`src/rtl/conv_window_ctrl.sv`:
```
// ---------------------------------------------------------------------------
// conv_window_ctrl
//
// Streaming window-position controller for the convolution datapath. Tracks
// the raster position (row, column, channel) of every accepted pixel beat and
// flags the beats that complete a valid KERNEL_SIZE x KERNEL_SIZE window at
// the configured STRIDE. Channels are interleaved per pixel position with the
// channel index running fastest. One output register, no skid buffer.
//
// Ports
//   clk          clock, all state updates on the rising edge
//   rst_n        asynchronous active-low reset
//   i_valid      input pixel beat valid
//   i_w_en       weight-load mode: beats are not pixels and are ignored
//   i_clear      synchronous frame restart (counters to 0, output emptied)
//   o_ready      block accepts a beat this cycle
//   i_out_ready  downstream accepts the output beat
//   o_valid      output beat valid, one per accepted pixel beat
//   o_win_valid  beat completes a valid window (qualified by o_valid)
//   o_out_row    output-map row of the last completed window
//   o_out_col    output-map column of the last completed window
//   o_ch         channel index of this beat
//   o_sof        first beat of frame
//   o_eof        last beat of frame
// ---------------------------------------------------------------------------
module conv_window_ctrl #(
    parameter int unsigned IMG_W       = 32,
    parameter int unsigned IMG_H       = 32,
    parameter int unsigned CHANNELS    = 1,
    parameter int unsigned KERNEL_SIZE = 5,
    parameter int unsigned STRIDE      = 1,
    localparam int unsigned OUT_W  = (IMG_W - KERNEL_SIZE) / STRIDE + 1,
    localparam int unsigned OUT_H  = (IMG_H - KERNEL_SIZE) / STRIDE + 1,
    localparam int unsigned OROW_W = (OUT_H > 1) ? $clog2(OUT_H) : 1,
    localparam int unsigned OCOL_W = (OUT_W > 1) ? $clog2(OUT_W) : 1,
    localparam int unsigned CH_W   = (CHANNELS > 1) ? $clog2(CHANNELS) : 1
) (
    input  logic              clk,
    input  logic              rst_n,
    input  logic              i_valid,
    input  logic              i_w_en,
    input  logic              i_clear,
    output logic              o_ready,
    input  logic              i_out_ready,
    output logic              o_valid,
    output logic              o_win_valid,
    output logic [OROW_W-1:0] o_out_row,
    output logic [OCOL_W-1:0] o_out_col,
    output logic [CH_W-1:0]   o_ch,
    output logic              o_sof,
    output logic              o_eof
);

    localparam int unsigned ROW_W = (IMG_H > 1) ? $clog2(IMG_H) : 1;
    localparam int unsigned COL_W = (IMG_W > 1) ? $clog2(IMG_W) : 1;
    localparam int unsigned PH_W  = (STRIDE > 1) ? $clog2(STRIDE) : 1;

    localparam logic [ROW_W-1:0]  ROW_LAST = ROW_W'(IMG_H - 1);
    localparam logic [COL_W-1:0]  COL_LAST = COL_W'(IMG_W - 1);
    localparam logic [CH_W-1:0]   CH_LAST  = CH_W'(CHANNELS - 1);
    localparam logic [ROW_W-1:0]  ROW_KM1  = ROW_W'(KERNEL_SIZE - 1);
    localparam logic [COL_W-1:0]  COL_KM1  = COL_W'(KERNEL_SIZE - 1);
    localparam logic [PH_W-1:0]   PH_LAST  = PH_W'(STRIDE - 1);

    localparam logic [ROW_W-1:0]  ROW_ONE  = ROW_W'(1);
    localparam logic [COL_W-1:0]  COL_ONE  = COL_W'(1);
    localparam logic [CH_W-1:0]   CH_ONE   = CH_W'(1);
    localparam logic [PH_W-1:0]   PH_ONE   = PH_W'(1);
    localparam logic [OROW_W-1:0] OROW_ONE = OROW_W'(1);
    localparam logic [OCOL_W-1:0] OCOL_ONE = OCOL_W'(1);

    // Raster position of the next pixel beat to be accepted
    logic [ROW_W-1:0]  r_row;
    logic [COL_W-1:0]  r_col;
    logic [CH_W-1:0]   r_ch;

    // Stride phase of (pos-(K-1)) and index of the current/last aligned
    // position in each dimension; both are 0 while pos < K-1.
    logic [PH_W-1:0]   r_row_ph;
    logic [PH_W-1:0]   r_col_ph;
    logic [OROW_W-1:0] r_row_idx;
    logic [OCOL_W-1:0] r_col_idx;

    // Output register
    logic              r_valid;
    logic              r_win;
    logic [OROW_W-1:0] r_out_row;
    logic [OCOL_W-1:0] r_out_col;
    logic [CH_W-1:0]   r_och;
    logic              r_sof;
    logic              r_eof;

    logic              w_ready;
    logic              w_accept;
    logic              w_ch_wrap;
    logic              w_col_wrap;
    logic              w_row_wrap;
    logic              w_row_in;
    logic              w_col_in;
    logic              w_win;
    logic              w_sof;
    logic              w_eof;

    logic [CH_W-1:0]   w_ch_nxt;
    logic [COL_W-1:0]  w_col_nxt;
    logic [ROW_W-1:0]  w_row_nxt;
    logic [PH_W-1:0]   w_col_ph_nxt;
    logic [PH_W-1:0]   w_row_ph_nxt;
    logic [OCOL_W-1:0] w_col_idx_nxt;
    logic [OROW_W-1:0] w_row_idx_nxt;

    assign w_ready  = !r_valid || i_out_ready;
    assign w_accept = i_valid && w_ready && !i_w_en;

    assign w_ch_wrap  = (r_ch == CH_LAST);
    assign w_col_wrap = (r_col == COL_LAST);
    assign w_row_wrap = (r_row == ROW_LAST);

    // The upper bound on the window position needs no compare: the largest
    // aligned index reachable inside the image is exactly OUT_x-1.
    assign w_col_in = (r_col >= COL_KM1) && (r_col_ph == '0);
    assign w_row_in = (r_row >= ROW_KM1) && (r_row_ph == '0);
    assign w_win    = w_col_in && w_row_in;

    assign w_sof = (r_row == '0) && (r_col == '0) && (r_ch == '0);
    assign w_eof = w_row_wrap && w_col_wrap && w_ch_wrap;

    always_comb begin
        w_ch_nxt      = w_ch_wrap  ? '0 : r_ch  + CH_ONE;
        w_col_nxt     = w_col_wrap ? '0 : r_col + COL_ONE;
        w_row_nxt     = w_row_wrap ? '0 : r_row + ROW_ONE;

        w_col_ph_nxt  = r_col_ph;
        w_col_idx_nxt = r_col_idx;
        if (w_col_wrap || (r_col < COL_KM1)) begin
            w_col_ph_nxt  = '0;
            w_col_idx_nxt = '0;
        end else if (r_col_ph == PH_LAST) begin
            w_col_ph_nxt  = '0;
            w_col_idx_nxt = r_col_idx + OCOL_ONE;
        end else begin
            w_col_ph_nxt  = r_col_ph + PH_ONE;
        end

        w_row_ph_nxt  = r_row_ph;
        w_row_idx_nxt = r_row_idx;
        if (w_row_wrap || (r_row < ROW_KM1)) begin
            w_row_ph_nxt  = '0;
            w_row_idx_nxt = '0;
        end else if (r_row_ph == PH_LAST) begin
            w_row_ph_nxt  = '0;
            w_row_idx_nxt = r_row_idx + OROW_ONE;
        end else begin
            w_row_ph_nxt  = r_row_ph + PH_ONE;
        end
    end

    // Position counters: channel carries into column, column into row
    always_ff @(posedge clk or negedge rst_n) begin
        if (!rst_n) begin
            r_row     <= '0;
            r_col     <= '0;
            r_ch      <= '0;
            r_row_ph  <= '0;
            r_col_ph  <= '0;
            r_row_idx <= '0;
            r_col_idx <= '0;
        end else if (i_clear) begin
            r_row     <= '0;
            r_col     <= '0;
            r_ch      <= '0;
            r_row_ph  <= '0;
            r_col_ph  <= '0;
            r_row_idx <= '0;
            r_col_idx <= '0;
        end else if (w_accept) begin
            r_ch <= w_ch_nxt;
            if (w_ch_wrap) begin
                r_col     <= w_col_nxt;
                r_col_ph  <= w_col_ph_nxt;
                r_col_idx <= w_col_idx_nxt;
                if (w_col_wrap) begin
                    r_row     <= w_row_nxt;
                    r_row_ph  <= w_row_ph_nxt;
                    r_row_idx <= w_row_idx_nxt;
                end
            end
        end
    end

    // Output register: load on accept, otherwise empty when drained.
    // Window coordinates only move on window beats.
    always_ff @(posedge clk or negedge rst_n) begin
        if (!rst_n) begin
            r_valid   <= 1'b0;
            r_win     <= 1'b0;
            r_out_row <= '0;
            r_out_col <= '0;
            r_och     <= '0;
            r_sof     <= 1'b0;
            r_eof     <= 1'b0;
        end else if (i_clear) begin
            r_valid   <= 1'b0;
            r_win     <= 1'b0;
            r_out_row <= '0;
            r_out_col <= '0;
            r_och     <= '0;
            r_sof     <= 1'b0;
            r_eof     <= 1'b0;
        end else if (w_accept) begin
            r_valid <= 1'b1;
            r_win   <= w_win;
            r_och   <= r_ch;
            r_sof   <= w_sof;
            r_eof   <= w_eof;
            if (w_win) begin
                r_out_row <= r_row_idx;
                r_out_col <= r_col_idx;
            end
        end else if (i_out_ready) begin
            r_valid <= 1'b0;
        end
    end

    assign o_ready     = w_ready;
    assign o_valid     = r_valid;
    assign o_win_valid = r_win;
    assign o_out_row   = r_out_row;
    assign o_out_col   = r_out_col;
    assign o_ch        = r_och;
    assign o_sof       = r_sof;
    assign o_eof       = r_eof;

endmodule

```
`config.mk`:
```
export PLATFORM = sky130hd
export DESIGN_NAME = conv_window_ctrl
export DESIGN_NICKNAME = d
export VERILOG_FILES = /design/src/rtl/conv_window_ctrl.sv
export SDC_FILE = /design/constraint.sdc
export NUM_CORES = 1
export LEC_CHECK = 0
export ABC_CLOCK_PERIOD_IN_PS = 2100
export CAP_MARGIN = 0
export CORE_ASPECT_RATIO = 1.1
export CORE_MARGIN = 2
export CORE_UTILIZATION = 49
export CTS_CLUSTER_SIZE = 25
export DETAILED_ROUTE_END_ITERATION = 7
export PLACE_DENSITY_LB_ADDON = 0.15
export SYNTH_ARGS = -nofsm -noshare
export SYNTH_HDL_FRONTEND = slang
export SYNTH_SLANG_ARGS = --single-unit
```
`constraint.sdc`:
```
create_clock -name clk -period 2.1 [get_ports clk]
set_input_delay 0.21 -clock clk [delete_from_list [all_inputs] [get_ports clk]]
set_output_delay 0.21 -clock clk [all_outputs]
set_load 0.005 [all_outputs]
```
==> impl_summary.txt, run 1 <==
----------------------------------------------------
[Yosys]
  Number of distinct library cells after synthesis ... 33
  Part of the Yosys area used for sequential elements ... 49.2%
  Number of enable-type register cells in the synthesized netlist ... 0
  Compound-gate portion of the synthesized area ... 10.3%
  Fraction of synthesized area in multiplexers ... 5.79%
  Largest cells by area after synthesis ... sky130_fd_sc_hd__dfrtp_1, sky130_fd_sc_hd__a21oi_1, sky130_fd_sc_hd__ha_1, sky130_fd_sc_hd__mux2i_1, sky130_fd_sc_hd__nand3_1
  Combinational family with the most area after synthesis ... simple AND/OR/NAND/NOR gates
  Post-synthesis share of cell area spent on xor and xnor gates ... 0%
  Average instance area after synthesis ... 9.50 um2
  Adder-Cell Fraction of Synth Area ... 5.79%
  Top flip-flop cell by instance count after synthesis ... sky130_fd_sc_hd__dfrtp_1
  Yosys top cell area share ... 49.2%
  Total standard cell area after synthesis ... 1730 um2
  Simple logic cell fraction of the synthesized area ... 25.0%
  Library cell with the largest summed area after synthesis ... sky130_fd_sc_hd__dfrtp_1
  Number of synthesis warnings ... 0
  Post-Syn Instances ... 182
  Share of synthesized flip-flops with an asynchronous set or reset ... 100%
  Total of flip-flops plus latches after synthesis ... 34
  Post-synth net total ... 196

[Setup path]
  Critical path launch point type ... flip-flop
  Critical path capture point ... r_row_idx[3]
  Setup slack of the most critical reg-to-reg path ... 0.07 ns
  Worst reg2reg endpoint ... r_row_idx[3]
  Reg2Reg Launch Point ... r_row[1]
  Crit path max fanout ... 5
  FF-to-FF path depth ... 6
  Kind of critical path ... reg2reg
  Source of the critical timing path ... r_row[1]
  Endpoint type of the worst setup path ... flip-flop
  Required time of the worst setup path ... 2.36 ns
  CP arrival ... 2.29 ns

[Floorplanning]
  Die footprint ... 4020 um2
  I/O pin count ... 22
  Height of the chip ... 66.3 um
  Number of cell rows ... 22
  Chip width ... 60.6 um
  Initial standard-cell utilization of the core ... 51.5%
  Core Region ... 3360 um2

[Timing]
  Top achievable clock speed ... 493 MHz
  Total negative slack ... 0 ns
  Min Clock Period, post-route ... 2.03 ns
  Hold_ws ... 0.272 ns
  Final setup skew ... 0.00639 ns
  Final worst path period share ... 96.6%
  Count of pins over their slew limit ... 0
  Final setup viols ... 0
  Tightest slew margin relative to the limit ... 62.9%
  Setup repair after global routing missed its margin ... false
  Slew at the pin closest to its max-slew limit ... 0.552 ns
  Number of endpoints with negative hold slack in the final report ... 0

[Cells and area]
  Area grow syn2layout ... 21.6%
  Number of fill cells in the layout ... 316
  Final layout net count ... 226
  Finished Layout Cells ... 260
  Antenna cell count ... 0
  Share of layout cells above drive strength 1 ... 13.2%
  Finished Cell Area ... 2100 um2

[Drt]
  Routed via count ... 1440
  Routed Antenna Nets ... 0
  Average vias per placed instance ... 5.54
  DRC marker count from the first detailed-route iteration ... 78
  DRC ... 0
  Avg WL per Cell ... 14.4 um
  Iteration count of the initial detailed-routing pass ... 4
  Final wirelength ... 3.74 mm

[Clock tree]
  Clock sinks ... 34
  Root Buffer ... sky130_fd_sc_hd__clkbuf_4
  Worst-case clock buffer depth ... 2
  Number of buffers inserted during clock tree synthesis ... 5
  Clk pin slew, worst setup/hold paths ... 0.10 ns
  Latest clock arrival within the worst-skew pair ... 0.34 ns
  H-tree lvl count ... 2
  Number of buffers added for setup after CTS ... 0
  Clock tree from TritonCTS ... built

[GRT]
  Wire length of the first global-routing pass ... 6.49 mm
  Total congestion overflow after global routing ... 0
  Combined global-route utilization of all metal layers ... 22.1%
  Via count of the first global-routing pass ... 1439
  Antenna violations before repair ... 0
  Largest net degree at the start of global routing ... 35

[Pwr]
  Leak Pwr ... 0.000883 uW
  Worst VDD drop ... 353 uV
  Power per cell area ... 514 nW/um2
  Sum of internal, switching and leakage power ... 1080 uW

[Placement]
  Port buffer count ... 20
  Final weighted congestion in routability-driven placement ... 0.938
  Number of placed instances, taps included ... 253
  HPWL after detailed placement ... 2.60 mm
  Area after detailed placement ... 2040 um2

[Job]
  Max cap viols ... 0

[Status]
  Result of the run ... complete, no violations

[Worst hold path]
  Type of the worst min-delay path ... in2async

----------------------------------------------------
==> per-stage QoR <==
stage                     setup WS, ns  util, %
final                           0.0711     62.6
after floorplan                 0.0882        -
after global placement           0.149     60.8
after CTS                       0.0433     62.4
after global routing           0.00770     62.6
after detailed placement      -0.00108     60.8
==> cell type report <==
| type | instances | area, um2 | area share, % |
|---|---|---|---|
| clock buffers | 5 | 37.5 | 1.79 |
| multi-input cells | 133 | 827 | 39.3 |
| inverters | 5 | 18.8 | 0.893 |
| repair buffers | 33 | 298 | 14.2 |
| well taps | 48 | 60.1 | 2.86 |
| flip-flops and latches | 34 | 851 | 40.5 |
| clock inverters | 2 | 10.0 | 0.476 |
==> synthesized netlist by cell type (2+ instances only) <==
library cell	number
sky130_fd_sc_hd__nor2_1	18
sky130_fd_sc_hd__a31oi_1	5
sky130_fd_sc_hd__nand3b_1	2
sky130_fd_sc_hd__o21ai_0	7
sky130_fd_sc_hd__or4_1	4
sky130_fd_sc_hd__clkbuf_1	8
sky130_fd_sc_hd__nor4_1	2
sky130_fd_sc_hd__nand2_1	18
sky130_fd_sc_hd__mux2i_1	10
sky130_fd_sc_hd__and3_2	2
sky130_fd_sc_hd__buf_4	2
sky130_fd_sc_hd__dfrtp_1	34
sky130_fd_sc_hd__nor2b_1	4
sky130_fd_sc_hd__ha_1	8
sky130_fd_sc_hd__inv_1	4
sky130_fd_sc_hd__a21oi_1	21
sky130_fd_sc_hd__nand3_1	15
sky130_fd_sc_hd__or4b_1	2
sky130_fd_sc_hd__or3_1	2
==> where the power goes <==
group          internal [uW]  switching [uW]
Combinational           30.5            47.5
Sequential               658            2.87
Clock                    120             221
Total                    809             272
==> layer usage <==
metal  share of wire [%]  vias to the layer above  global-route usage [%]
met5                   0                        -                       0
met4                 1.7                        0                    10.1
met3                 3.9                        5                    5.68
met2                  49                       32                    34.9
met1                  46                      705                    27.8
li1                    -                      698                       -
==> cell families after synthesis <==
family / count (synthesis)
AND/OR/NAND/NOR: 80
AO/OA/AOI/OAI: 34
flip-flops: 34
buffers and inverters: 15
multiplexers: 10
adder cells (fa/ha/maj): 8
other: 1
==> worst min-delay path by stage <==
stage | startpoint | to | slack (ns) | cells after the start
floorplan | rst_n | o_eof | -0.09 | 0
global placement | o_win_valid | o_win_valid | 0.50 | 2
detailed placement | o_win_valid | o_win_valid | 0.50 | 2
CTS | rst_n | r_col_idx[4] | 0.27 | 2
global route | rst_n | o_out_row[3] | 0.31 | 2
finish | rst_n | r_row[4] | 0.27 | 2
==> critical path: stages (launching register included) <==
cell and delay, ns:
sky130_fd_sc_hd__dfrtp_1 0.43, sky130_fd_sc_hd__ha_1 0.22, sky130_fd_sc_hd__and3_2 0.22, sky130_fd_sc_hd__ha_1 0.19, sky130_fd_sc_hd__or2_4 0.27, sky130_fd_sc_hd__or4_1 0.47
sky130_fd_sc_hd__a31oi_1 0.15
==> cells in the final DEF, fill, tap and decap left out, types with 2 or more instances in the layout <==
cell	n
sky130_fd_sc_hd__or4b_1	2
sky130_fd_sc_hd__clkbuf_4	5
sky130_fd_sc_hd__or4_1	4
sky130_fd_sc_hd__a31oi_1	5
sky130_fd_sc_hd__buf_4	13
sky130_fd_sc_hd__nand3_1	14
sky130_fd_sc_hd__dfrtp_1	34
sky130_fd_sc_hd__nand2_1	18
sky130_fd_sc_hd__a21oi_1	21
sky130_fd_sc_hd__ha_1	8
sky130_fd_sc_hd__inv_1	4
sky130_fd_sc_hd__o21ai_0	7
sky130_fd_sc_hd__nand3b_1	2
sky130_fd_sc_hd__or3_1	2
sky130_fd_sc_hd__nor2b_1	4
sky130_fd_sc_hd__mux2i_1	10
sky130_fd_sc_hd__nor4_1	2
sky130_fd_sc_hd__and3_2	2
sky130_fd_sc_hd__clkinv_2	2
sky130_fd_sc_hd__clkdlybuf4s50_1	20
sky130_fd_sc_hd__nor2_1	18
==> timing repair <==
| action | CTS | global route |
|---|---|---|
| hold buffers | 0 | 0 |
| setup endpoints to repair | 1 | 3 |
| gates resized for setup | 1 | 1 |
| pin swaps | 0 | 1 |
==> registers in the layout (all words and copies together), names as in the netlist <==
signal,count
o_out_col,5
o_out_row,5
r_col,5
r_col_idx,5
r_row,5
r_row_idx,5
o_eof,1
o_sof,1
o_valid,1
o_win_valid,1
Note: power is estimated with default switching activity, not from simulation.
==> inputs of run 2 (changes only) <==
HOLD_SLACK_MARGIN = 0.1   (was unset)
SLEW_MARGIN = 15   (was unset)
==> results of run 2 <==
Same layout as run 1: the final DEF is identical, and so are final timing and power.
